## config.mk

```make
export PLATFORM = sky130hd
export DESIGN_NAME = local_injection_arbiter
export DESIGN_NICKNAME = d
export VERILOG_FILES = /design/src/rtl/local_injection_arbiter.sv
export SDC_FILE = /design/constraint.sdc
export NUM_CORES = 1
export LEC_CHECK = 0
export CORE_ASPECT_RATIO = 0.5
export CORE_UTILIZATION = 36
export CTS_BUF_LIST = sky130_fd_sc_hd__clkbuf_2
export DETAILED_ROUTE_END_ITERATION = 7
export PLACE_DENSITY = 0.82
export SKIP_LAST_GASP = 1
export SLEW_MARGIN = 20
export SYNTH_ARGS = -nofsm -noshare
export SYNTH_HDL_FRONTEND = slang
export SYNTH_SLANG_ARGS = --single-unit
```

## constraint.sdc

```tcl
create_clock -name clk -period 6.16 [get_ports clk]
set_clock_uncertainty 0.15 [all_clocks]
set_input_delay 1.848 -clock clk [delete_from_list [all_inputs] [get_ports clk]]
set_output_delay 1.848 -clock clk [all_outputs]
set_load 0.02 [all_outputs]
```

## src/rtl/local_injection_arbiter.sv

```systemverilog
// Packet-granular round-robin arbiter that merges NUM_SRC flit sources onto one router
// local input port, choosing a free downstream VC per packet and rewriting each flit's vcid.
package local_injection_arbiter_pkg;
  localparam int unsigned VC_NUM = 2;
  localparam int unsigned VC_W   = (VC_NUM > 1) ? $clog2(VC_NUM) : 1;
  localparam int unsigned DATA_W = 32;

  typedef enum logic [1:0] {
    HEAD     = 2'd0,
    BODY     = 2'd1,
    TAIL     = 2'd2,
    HEADTAIL = 2'd3
  } flit_label_t;

  typedef struct packed {
    flit_label_t       flit_label;
    logic [VC_W-1:0]   vcid;
    logic [DATA_W-1:0] data;
  } flit_t;
endpackage

module local_injection_arbiter
  import local_injection_arbiter_pkg::*;
#(
  parameter int unsigned NUM_SRC = 4,
  parameter int unsigned CNT_W   = 16
) (
  input  logic                clk,
  input  logic                rst,
  input  flit_t               src_data_i [NUM_SRC],
  input  logic [NUM_SRC-1:0]  src_valid_i,
  output logic [NUM_SRC-1:0]  src_ready_o,
  output flit_t               data_o,
  output logic                is_valid_o,
  input  logic [VC_NUM-1:0]   is_on_off_i,
  input  logic [VC_NUM-1:0]   is_allocatable_i,
  output logic [NUM_SRC-1:0]  grant_o,
  output logic [CNT_W-1:0]    pkt_count_o,
  output logic                error_o
);

  localparam int unsigned SRC_W = $clog2(NUM_SRC);

  typedef enum logic {StIdle, StSend} state_e;

  state_e             state_q;
  logic [SRC_W-1:0]   rr_ptr_q;
  logic [SRC_W-1:0]   owner_q;
  logic [VC_W-1:0]    cur_vc_q;
  logic [NUM_SRC-1:0] grant_q;
  flit_t              data_q;
  logic               valid_q;
  logic [CNT_W-1:0]   pkt_count_q;
  logic               error_q;

  logic               win_found;
  logic [SRC_W-1:0]   win_idx;
  logic               vc_found;
  logic [VC_W-1:0]    free_vc;
  logic [SRC_W-1:0]   sel_idx;
  flit_t              sel_flit;
  flit_t              out_flit;
  logic               xfer;

  // Modular increment that also works for non-power-of-two NUM_SRC.
  function automatic logic [SRC_W-1:0] wrap_add(logic [SRC_W-1:0] a, int unsigned b);
    int unsigned s;
    s = 32'(a) + b;
    return SRC_W'(s % NUM_SRC);
  endfunction

  always_comb begin
    win_found = 1'b0;
    win_idx   = '0;
    for (int unsigned i = 0; i < NUM_SRC; i++) begin
      if (!win_found && src_valid_i[wrap_add(rr_ptr_q, i)]) begin
        win_found = 1'b1;
        win_idx   = wrap_add(rr_ptr_q, i);
      end
    end
  end

  always_comb begin
    vc_found = 1'b0;
    free_vc  = '0;
    for (int unsigned v = 0; v < VC_NUM; v++) begin
      if (!vc_found && is_allocatable_i[v] && is_on_off_i[v]) begin
        vc_found = 1'b1;
        free_vc  = VC_W'(v);
      end
    end
  end

  assign sel_idx = (state_q == StIdle) ? win_idx : owner_q;

  always_comb begin
    sel_flit      = src_data_i[sel_idx];
    out_flit      = sel_flit;
    out_flit.vcid = (state_q == StIdle) ? free_vc : cur_vc_q;
  end

  // Stray BODY/TAIL in idle are always consumed so a broken source cannot block the port.
  always_comb begin
    src_ready_o = '0;
    if (rst) begin
      if (state_q == StIdle) begin
        if (win_found) begin
          case (sel_flit.flit_label)
            HEAD, HEADTAIL: src_ready_o[win_idx] = vc_found;
            default:        src_ready_o[win_idx] = 1'b1;
          endcase
        end
      end else begin
        src_ready_o[owner_q] = is_on_off_i[cur_vc_q];
      end
    end
  end

  assign xfer = src_valid_i[sel_idx] & src_ready_o[sel_idx];

  always_ff @(posedge clk) begin
    if (!rst) begin
      state_q     <= StIdle;
      rr_ptr_q    <= '0;
      owner_q     <= '0;
      cur_vc_q    <= '0;
      grant_q     <= '0;
      data_q      <= '0;
      valid_q     <= 1'b0;
      pkt_count_q <= '0;
      error_q     <= 1'b0;
    end else begin
      valid_q <= 1'b0;
      if (xfer) begin
        unique case (state_q)
          StIdle: begin
            case (sel_flit.flit_label)
              HEAD: begin
                data_q   <= out_flit;
                valid_q  <= 1'b1;
                cur_vc_q <= free_vc;
                owner_q  <= sel_idx;
                grant_q  <= NUM_SRC'(1) << sel_idx;
                state_q  <= StSend;
              end
              HEADTAIL: begin
                data_q      <= out_flit;
                valid_q     <= 1'b1;
                rr_ptr_q    <= wrap_add(sel_idx, 1);
                pkt_count_q <= pkt_count_q + CNT_W'(1);
              end
              default: error_q <= 1'b1;
            endcase
          end
          StSend: begin
            data_q  <= out_flit;
            valid_q <= 1'b1;
            if (sel_flit.flit_label == HEAD || sel_flit.flit_label == HEADTAIL) begin
              error_q <= 1'b1;
            end
            if (sel_flit.flit_label == TAIL) begin
              state_q     <= StIdle;
              grant_q     <= '0;
              rr_ptr_q    <= wrap_add(owner_q, 1);
              pkt_count_q <= pkt_count_q + CNT_W'(1);
            end
          end
          default: state_q <= StIdle;
        endcase
      end
    end
  end

  assign data_o      = data_q;
  assign is_valid_o  = valid_q;
  assign grant_o     = grant_q;
  assign pkt_count_o = pkt_count_q;
  assign error_o     = error_q;

endmodule

```

After elaboration in Yosys (flattened, before gate mapping)
Index checks and enable logic that the tools add are counted.
W data, S select, Z words.
{"block": "word_totals", "output_inout_bits": 61, "regBits": 63}
{"block": "classes", "n_eq_ne": 8, "reduce_logical": 21, "order_cmp": 11, "muxes": 57, "add_sub_neg": 6, "n_bitwise": 5, "shift": 1}
{"cell": "$mux W35", "n": 3}
{"cell": "$bmux W35 S2", "n": 1}
{"cell": "$pmux W35 S2", "n": 1}
{"cell": "$mux W16", "n": 2}
{"cell": "$pmux W16 S2", "n": 1}
{"cell": "$mux W4", "n": 6}
{"cell": "$mux W1", "n": 23}
{"cell": "$lt A2 B3 Y1 const B", "n": 7}
{"cell": "$add A16 B1 Y16 const B", "n": 1}
{"cell": "$mux W2", "n": 7}
{"cell": "$bmux W1 S2", "n": 6}
{"cell": "$reduce_and A3 Y1", "n": 4}
{"cell": "$and A4 B4 Y4", "n": 2}
{"cell": "$logic_and A1 B1 Y1", "n": 8}
{"cell": "$ne A2 B1 Y1 const B", "n": 4}
{"cell": "$pmux W4 S2", "n": 1}
{"cell": "$add A2 B1 Y2 const B", "n": 3}
{"cell": "$pmux W1 S2", "n": 3}
{"cell": "$add A2 B2 Y2 const B", "n": 2}
{"cell": "$demux W1 S2", "n": 2}
{"cell": "$eq A2 B2 Y1 const B", "n": 2}
{"cell": "$ge A2 B1 Y1 const B", "n": 2}
{"cell": "$logic_not A1 Y1", "n": 4}
{"cell": "$ne A2 B2 Y1 const B", "n": 2}
{"cell": "other kinds (11)", "n": 12}

Logic depth before layout (Yosys ltp)
{"block": "logic_depth", "depth_word": 27, "depth_mapped": 17}

Least setup slack after synthesis
No wires, ideal clock.
{"block": "synth_timing", "path_type": "input to output", "startpoint": "in src_valid_i[2]", "endpoint": "out src_ready_o[3]", "path_stages": 10, "required_ns": 4.162, "arrival_ns": 4.683, "path_slack_ns": -0.521, "path_cell_list": "nor2b_1 a311oi_1 nor2_1 a21boi_1 clkbuf_1 mux2_2 ha_1 nand3_1 nand3_1 o32ai_1"}
{"block": "synth_between", "elab_chain_len": 23, "word_cells_on_any_way": 40, "classes_between": "order compare (2); eq/ne (1); mux (26); bitwise (2); reduce/logical (9)"}
{"element": "start: declaration", "line_no": "31", "source": "input logic [NUM_SRC-1:0] src_valid_i,"}
{"element": "$bmux W1 S2", "line_no": "76", "source": "if (!win_found && src_valid_i[wrap_add(rr_ptr_q, i)]) begin"}
{"element": "$mux W1 (implied by the code)", "line_no": "76"}
{"element": "$mux W1", "line_no": "76"}
{"element": "$logic_not A1 Y1", "line_no": "76"}
{"element": "$logic_and A1 B1 Y1", "line_no": "76"}
{"element": "$mux W1", "line_no": "76"}
{"element": "$logic_not A1 Y1", "line_no": "76"}
{"element": "$logic_and A1 B1 Y1", "line_no": "76"}
{"element": "[... 6 more ...]"}
{"element": "$bmux W35 S2", "line_no": "97", "source": "sel_flit = src_data_i[sel_idx];"}
{"element": "$mux W35 (implied by the code) (2 in series)", "line_no": "97"}
{"element": "$eq A2 B2 Y1 / $logic_not A2 Y1 (equally long branches)", "line_no": "108", "source": "case (sel_flit.flit_label)"}
{"element": "$reduce_or A2 Y1 (no line)"}
{"element": "$mux W4", "line_no": "108"}
{"element": "$mux W4 (*)", "line_no": "107", "source": "if (win_found) begin"}
{"element": "$mux W4 (*)", "line_no": "106", "source": "if (state_q == StIdle) begin"}
{"element": "$mux W4 (*)", "line_no": "105", "source": "if (rst) begin"}
{"element": "end: declaration", "line_no": "32", "source": "output logic [NUM_SRC-1:0] src_ready_o,"}
Mark *: on every way between the ends. The rest lies on a longest branch, timed or not. The select of a mux whose other input is x is not followed.

==> flow_summary.toml <==
[run_status]
outcome = "finished, final reports clean"

[run]
cap_violations = 0

[final_layout]
synthToLayoutAreaGrowth_pct = 67.54
finalInstanceArea_um2 = 6412
drive_gt1_frac = 0.1018
antennaDiodeCount = 0
final_nets = 940

[sta]
finalCriticalPeriod_ps = 6048
max_freq_mhz = 165.3
tns_ps = 0
post-route-period-util = 0.9818
slew_violations = 0
hold_violations = 0
worst_pin_slew_ps = 865.9
finalSetupViolCount = 0
fin_ws_ps = 111.9
slew_headroom = 0.4136

[cts]
htree_levels = 3
clock-sinks = 63
clkLatencyLatePin_ps = 510
numCtsBuffers = 9
cts_tree = "built"
clockBufferDepth = 2
clk_pin_slew_ps = 150
root_buffer = "clkbuf_2"
postCtsHoldBufs = 0

[worst_setup_path]
worstSetupPathType = "in2out"
required_ps = 4160
crit_end = "src_ready_o[1]"
cp_data_arrival_time_ps = 4050
cp-start-kind = "input pin"
rrSetupSlack_ps = 2130
startpoint = "src_valid_i[2]"
crit-reg2reg-capture = "data_o[19]"
critPathMaxFanout = 5
end_kind = "output port"
rr_worst_depth = 13

[logic_synthesis]
netlist_area_um2 = 3827
syn_nets = 734
ys_async_sr_fraction = 0
yosysSeqAreaShare = 0.3295
yosysWarnings = 0
synth_seq_cells = 63
synth_most_common_cell = "nand2_1"
syn_inst = 575
yosys.cell_types.count = 45
avgSynthCellArea_um2 = 6.656
synthTopCellsByArea = "dfxtp_1 (33%), nand2_1 (20%), nand3_1 (13%)"
ys.flop_type = "dfxtp_1"
synth_top_area_frac = 0.3295
synth_common_cells = "nand2_1 (200), nand3_1 (102), dfxtp_1 (63)"
synth-edff-count = 0
yosys.area.top_type = "dfxtp_1"

[placed_design]
portBuffers = 206
gp_congestion = 0.8721
pre_cts_ws_ps = -925.5
place_area_um2 = 6161
hpwl_um = 9519

[global_routing]
grt_overflow = 0
grtUsageTotal = 0.2346
grt_pass1_vias = 4344
antenna_found_initial = 0
grt_pass1_wl_um = 20680
grt_max_degree = 72

[pwr]
ir_worst_vdd_mv = 0.09699
cellLeakagePower_nw = 2.544
pwr_density_cell_nw_per_um2 = 225.6
finalPower_mw = 1.447

[worst_hold_path]
min_path_type = "reg2reg"

[routing]
vias = 4716
routed_wl_um = 13160
ant_nets = 0
drc_errors = 0
drtPass1Iterations = 4
drt_iter0_drc = 305
vias_per_cell = 5.093
avgRoutedWirePerCell_um = 14.21

[floorplanning]
dieArea_um2 = 11070
io_pins = 211
die_y_um = 74.91
start_util = 0.3723
core_um2 = 10280
row_count = 26
die_x_um = 147.8
state kept, by name, indices dropped and copies added (netlist names), named ones only:
| register | cells |
|---|---|
| owner_q | 2 |
| grant_o | 4 |
| rr_ptr_q | 2 |
| error_o | 1 |
| data_o | 35 |
| cur_vc_q | 1 |
| is_valid_o | 1 |
| pkt_count_o | 16 |
through the flow:
step / hold WS (ps) / utilization / cells
2_1_floorplan: 294.1 / - / 575
3_3_place_gp: 285.5 / 0.5993 / 906
3_5_place_dp: 288.6 / 0.5993 / 906
4_1_cts: 310.2 / 0.6198 / 926
5_1_grt: 325.8 / 0.6238 / 926
6_report: 308.2 / 0.6238 / 926
what timing repair did:
item                       CTS  global route
setup buffers                4             1
setup endpoints to repair    4             4
resized for setup           31            19
pin swaps                    5             8
metal layers:
metal	part of all wire	GRT usage	wire [um]	vias to the layer above
met5	0	0	0	-
met4	0.020	0.08133	260	0
met3	0.055	0.05758	727	25
met2	0.50	0.4355	6634	143
met1	0.42	0.2710	5541	2176
li1	-	-	-	2372
area by class of cell:
cell class / instances / area (um^2)
fillers: 919 / 3867
flip-flops and latches: 63 / 1261
well taps: 140 / 175.2
clock inverters: 6 / 85.08
repair buffers: 235 / 2272
inverters: 16 / 60.06
clock buffers: 10 / 50.05
multi-input cells: 456 / 2509
power breakdown:
part / internal (mW) / switching (mW)
Clock: 0.134 / 0.158
Sequential: 0.466 / 0.0329
Combinational: 0.310 / 0.345
Total: 0.911 / 0.536
cell usage in the layout, fill, tap and decap left out, types with 3 or more instances in the layout:
cell,netlist,layout
o21ai_0,11,11
o21ai_1,36,35
nand3_1,102,99
or3_1,3,3
a22o_1,4,4
and2_1,4,4
clkdlybuf4s50_1,0,197
nand2_1,200,199
a21oi_1,18,17
nor2_1,5,3
mux2i_4,0,3
and3_1,5,5
nand4_1,7,7
buf_4,4,29
nand2b_1,4,4
ha_1,9,8
clkbuf_2,0,13
buf_6,0,3
or2_1,3,3
a31o_2,3,3
dfxtp_1,63,63
inv_1,13,13
nand4b_1,3,3
mux2i_1,12,9
critical path, cell delays in order:
cell,delay [ps]
buf_4,130
mux2i_1,110
or2_1,140
nand3_2,110
o21ai_4,230
buf_6,160
mux2i_4,240
mux2i_4,110
ha_4,270
nand3_4,100
nand2_2,60
o31a_1,280
nor2_2,130
buf_6,120
worst min-delay path by stage:
stage	from	to	slack (ps)	depth (start not counted)
4_1_cts	data_o[25]	data_o[25]	310	2
6_report	data_o[25]	data_o[25]	310	2
5_1_grt	data_o[21]	data_o[21]	330	2
3_3_place_gp	data_o[8]	data_o[8]	290	2
3_5_place_dp	data_o[25]	data_o[25]	290	2
2_1_floorplan	owner_q[0]	owner_q[0]	290	2
cell families (layout without fill, tap and decap cells):
logic type / count (synthesis) / in the layout / share of synthesized area
AOI/OAI and AO/OA: 87 / 87 / 0.1409
and+or+nand+nor: 345 / 345 / 0.4001
buffers and inverters: 56 / 267 / 0.06048
muxes: 14 / 14 / 0.03727
DFF: 63 / 63 / 0.3295
xor gates and xnor gates: 1 / 1 / 0.002289
adders and majority gates: 9 / 9 / 0.02942
Power figures use the tool's default switching activity.
==> edit, RTL diff (same flow settings) <==
The parameter `NUM_SRC` goes from 4 to 8.
--- a/src/rtl/local_injection_arbiter.sv
+++ b/src/rtl/local_injection_arbiter.sv
@@ -24,3 +24,3 @@
 #(
-  parameter int unsigned NUM_SRC = 4,
+  parameter int unsigned NUM_SRC = 8,
   parameter int unsigned CNT_W   = 16
Ports: changed (resized grant_o, src_data_i, src_ready_o and src_valid_i); port bits go from 211 to 363. The function was not compared with the original's and may differ.
==> edit against the original RTL <==
- the run now ends with setup timing left
- synthesized cell count increased by 60%
- worst setup slack worse by 1500 ps
- via count rose by 100%
- fmax shrank 20%
- sequential share of layout area fell by 9.0 points
- area after synthesis increased by 85%
- cell count up 73%
- final area increased by 100%
- sequential cell count grew 6
- routed wire length increased to 2.6 times the old value
Power is left out: the tool's default activity adds up to more than one toggle a clock period on the data nets, which glitch-free logic cannot reach.
==> edit: results (changes against the original RTL) <==
Synthesis
  • Mapped Nets: 1,227 (+67%)
  • Top cells by area, synth: dfxtp_1 (19%), a211oi_1 (11%), nand2_1 (9.3%), a311o_1 (9.2%), nor2b_1 (6.2%)
  • Synth cell types: 69 (+53%)
  • Register area share after synthesis: 19.48% (-13 points)
  • Post-synth top cells: nand2_1 (175), a211oi_1 (101), nor2b_1 (70)

Timing
  • Fin worst setup slack: -1360 ps (-1472 ps)
  • Min Hold Slack: 330.5 ps (+22.27 ps)
  • Endpoints failing setup: 72 (+72)
  • Slew margin rel.: 45.24% (+3.9 points)

Hold path
  • Hold endpoint: grant_o[5]
  • Worst hold start: grant_o[5]

Global routing
  • Initial antenna violation count: 4 (+4)
  • Largest net degree at the start of global routing: 89 (+24%)
  • Gr usage total: 31.29% (+7.8 points)
  • Met2 Usage GRT: 52.94% (+9.4 points)
  • First-pass GRT wire length: 50.10 mm (+140%)

Clocking
  • CTS Root Cell: clkbuf_2
  • Register clock-pin slew on the reported worst setup and hold paths: 210 ps (+60 ps)
  • Clk_lat worst skew: 600 ps (+90 ps)

Setup path
  • R2r endpoint: data_o[9]
  • R2R cell count: 29 (+16)
  • R2R setup slack: 180 ps (-1950 ps)
  • Worst-path fanout max: 4 (-1)
  • Worst EP arrival: 5520 ps (+1470 ps)

Routing
  • Initial DRC count: 711 (+130%)
  • TritonRoute pass-1 iters: 7 (+3)
  • DR WL/cell: 21.66 um (+52%)
  • Vias per Instance: 5.921 (+16%)

Status
  • Failing checks: setup timing
  • Status: complete, but fails checks

Placed design
  • Final HPWL DP: 24.15 mm (+150%)
  • Port Buf Inserts: 354 (+72%)

Layout
  • Nets@finish: 1,647 (+75%)
[edit: worst max path at each step]
stage	end	from	slack, ps
finish	src_ready_o[0]	src_valid_i[6]	-1360
CTS	src_ready_o[1]	src_valid_i[0]	-1370
global route	src_ready_o[0]	src_valid_i[0]	-1520
detailed placement	src_ready_o[2]	src_valid_i[0]	-2340
floorplan	src_ready_o[2]	src_valid_i[6]	-1240
global placement	src_ready_o[2]	src_valid_i[0]	-2170
[edit: critical path: stages]
cell	delay (ps)
clkdlybuf4s15_2	200
mux4_2	540
mux2_4	300
or3b_1	360
a31o_1	240
a221o_1	320
nand2_2	140
clkinv_4	70
buf_4	140
mux2i_2	240
ha_4	260
nand3_4	70
o31ai_4	90
a21oi_2	210
buf_4	150
a41oi_2	140
inv_2	90
buf_6	110
[edit: per-layer routing]
| metal | part of all wire, % | wire, um |
|---|---|---|
| met4 | 3.9 | 1349 |
| met1 | 42 | 14590 |
| met5 | 0.078 | 27 |
| met2 | 47 | 16300 |
| met3 | 7.2 | 2513 |
[edit: timing repair]
action | 4_1_cts | 5_1_grt
setup endpoints to repair | 77 | 77
resized for setup | 174 | 73
setup buffers | 28 | 14
pin swaps | 63 | 45
gates cloned | 13 | 0
[edit: kinds of logic (layout without fill, tap and decap cells)]
family	after synthesis	in the layout	share of synthesized area (%)
XOR/XNOR	2	2	0.2471
adder cells (fa/ha/maj)	13	13	2.294
AO/OA/AOI/OAI	297	297	34.46
buffers and inverters	122	547	7.535
multiplexers	71	71	12.67
other	0	2	0
flip-flops	69	69	19.48
AND/OR/NAND/NOR	346	346	23.31
[edit: metrics by stage]
| step | worst slack, ps | std cells | setup TNS (ps) | instance area (um2) |
|---|---|---|---|---|
| 2_1_floorplan | -1241 | 920 | -36160 | 7233 |
| 6_report | -1360 | 1606 | -22840 | 12970 |
| 4_1_cts | -1374 | 1595 | -22480 | 12620 |
| 3_5_place_dp | -2337 | 1539 | -97610 | 11500 |
| 3_3_place_gp | -2173 | 1539 | -83780 | 11500 |
| 5_1_grt | -1516 | 1605 | -34900 | 12970 |
[edit: area by class of cell]
class                      count  area (um2)
tap                          259       324.1
clock inverter                 7       73.82
antenna                        2       5.005
timing repair buffer         513        5097
multi-input combinational    729        5974
fill                        1379        5857
sequential                    69        1381
inverter                      18       72.57
clock buffer                   9       45.04
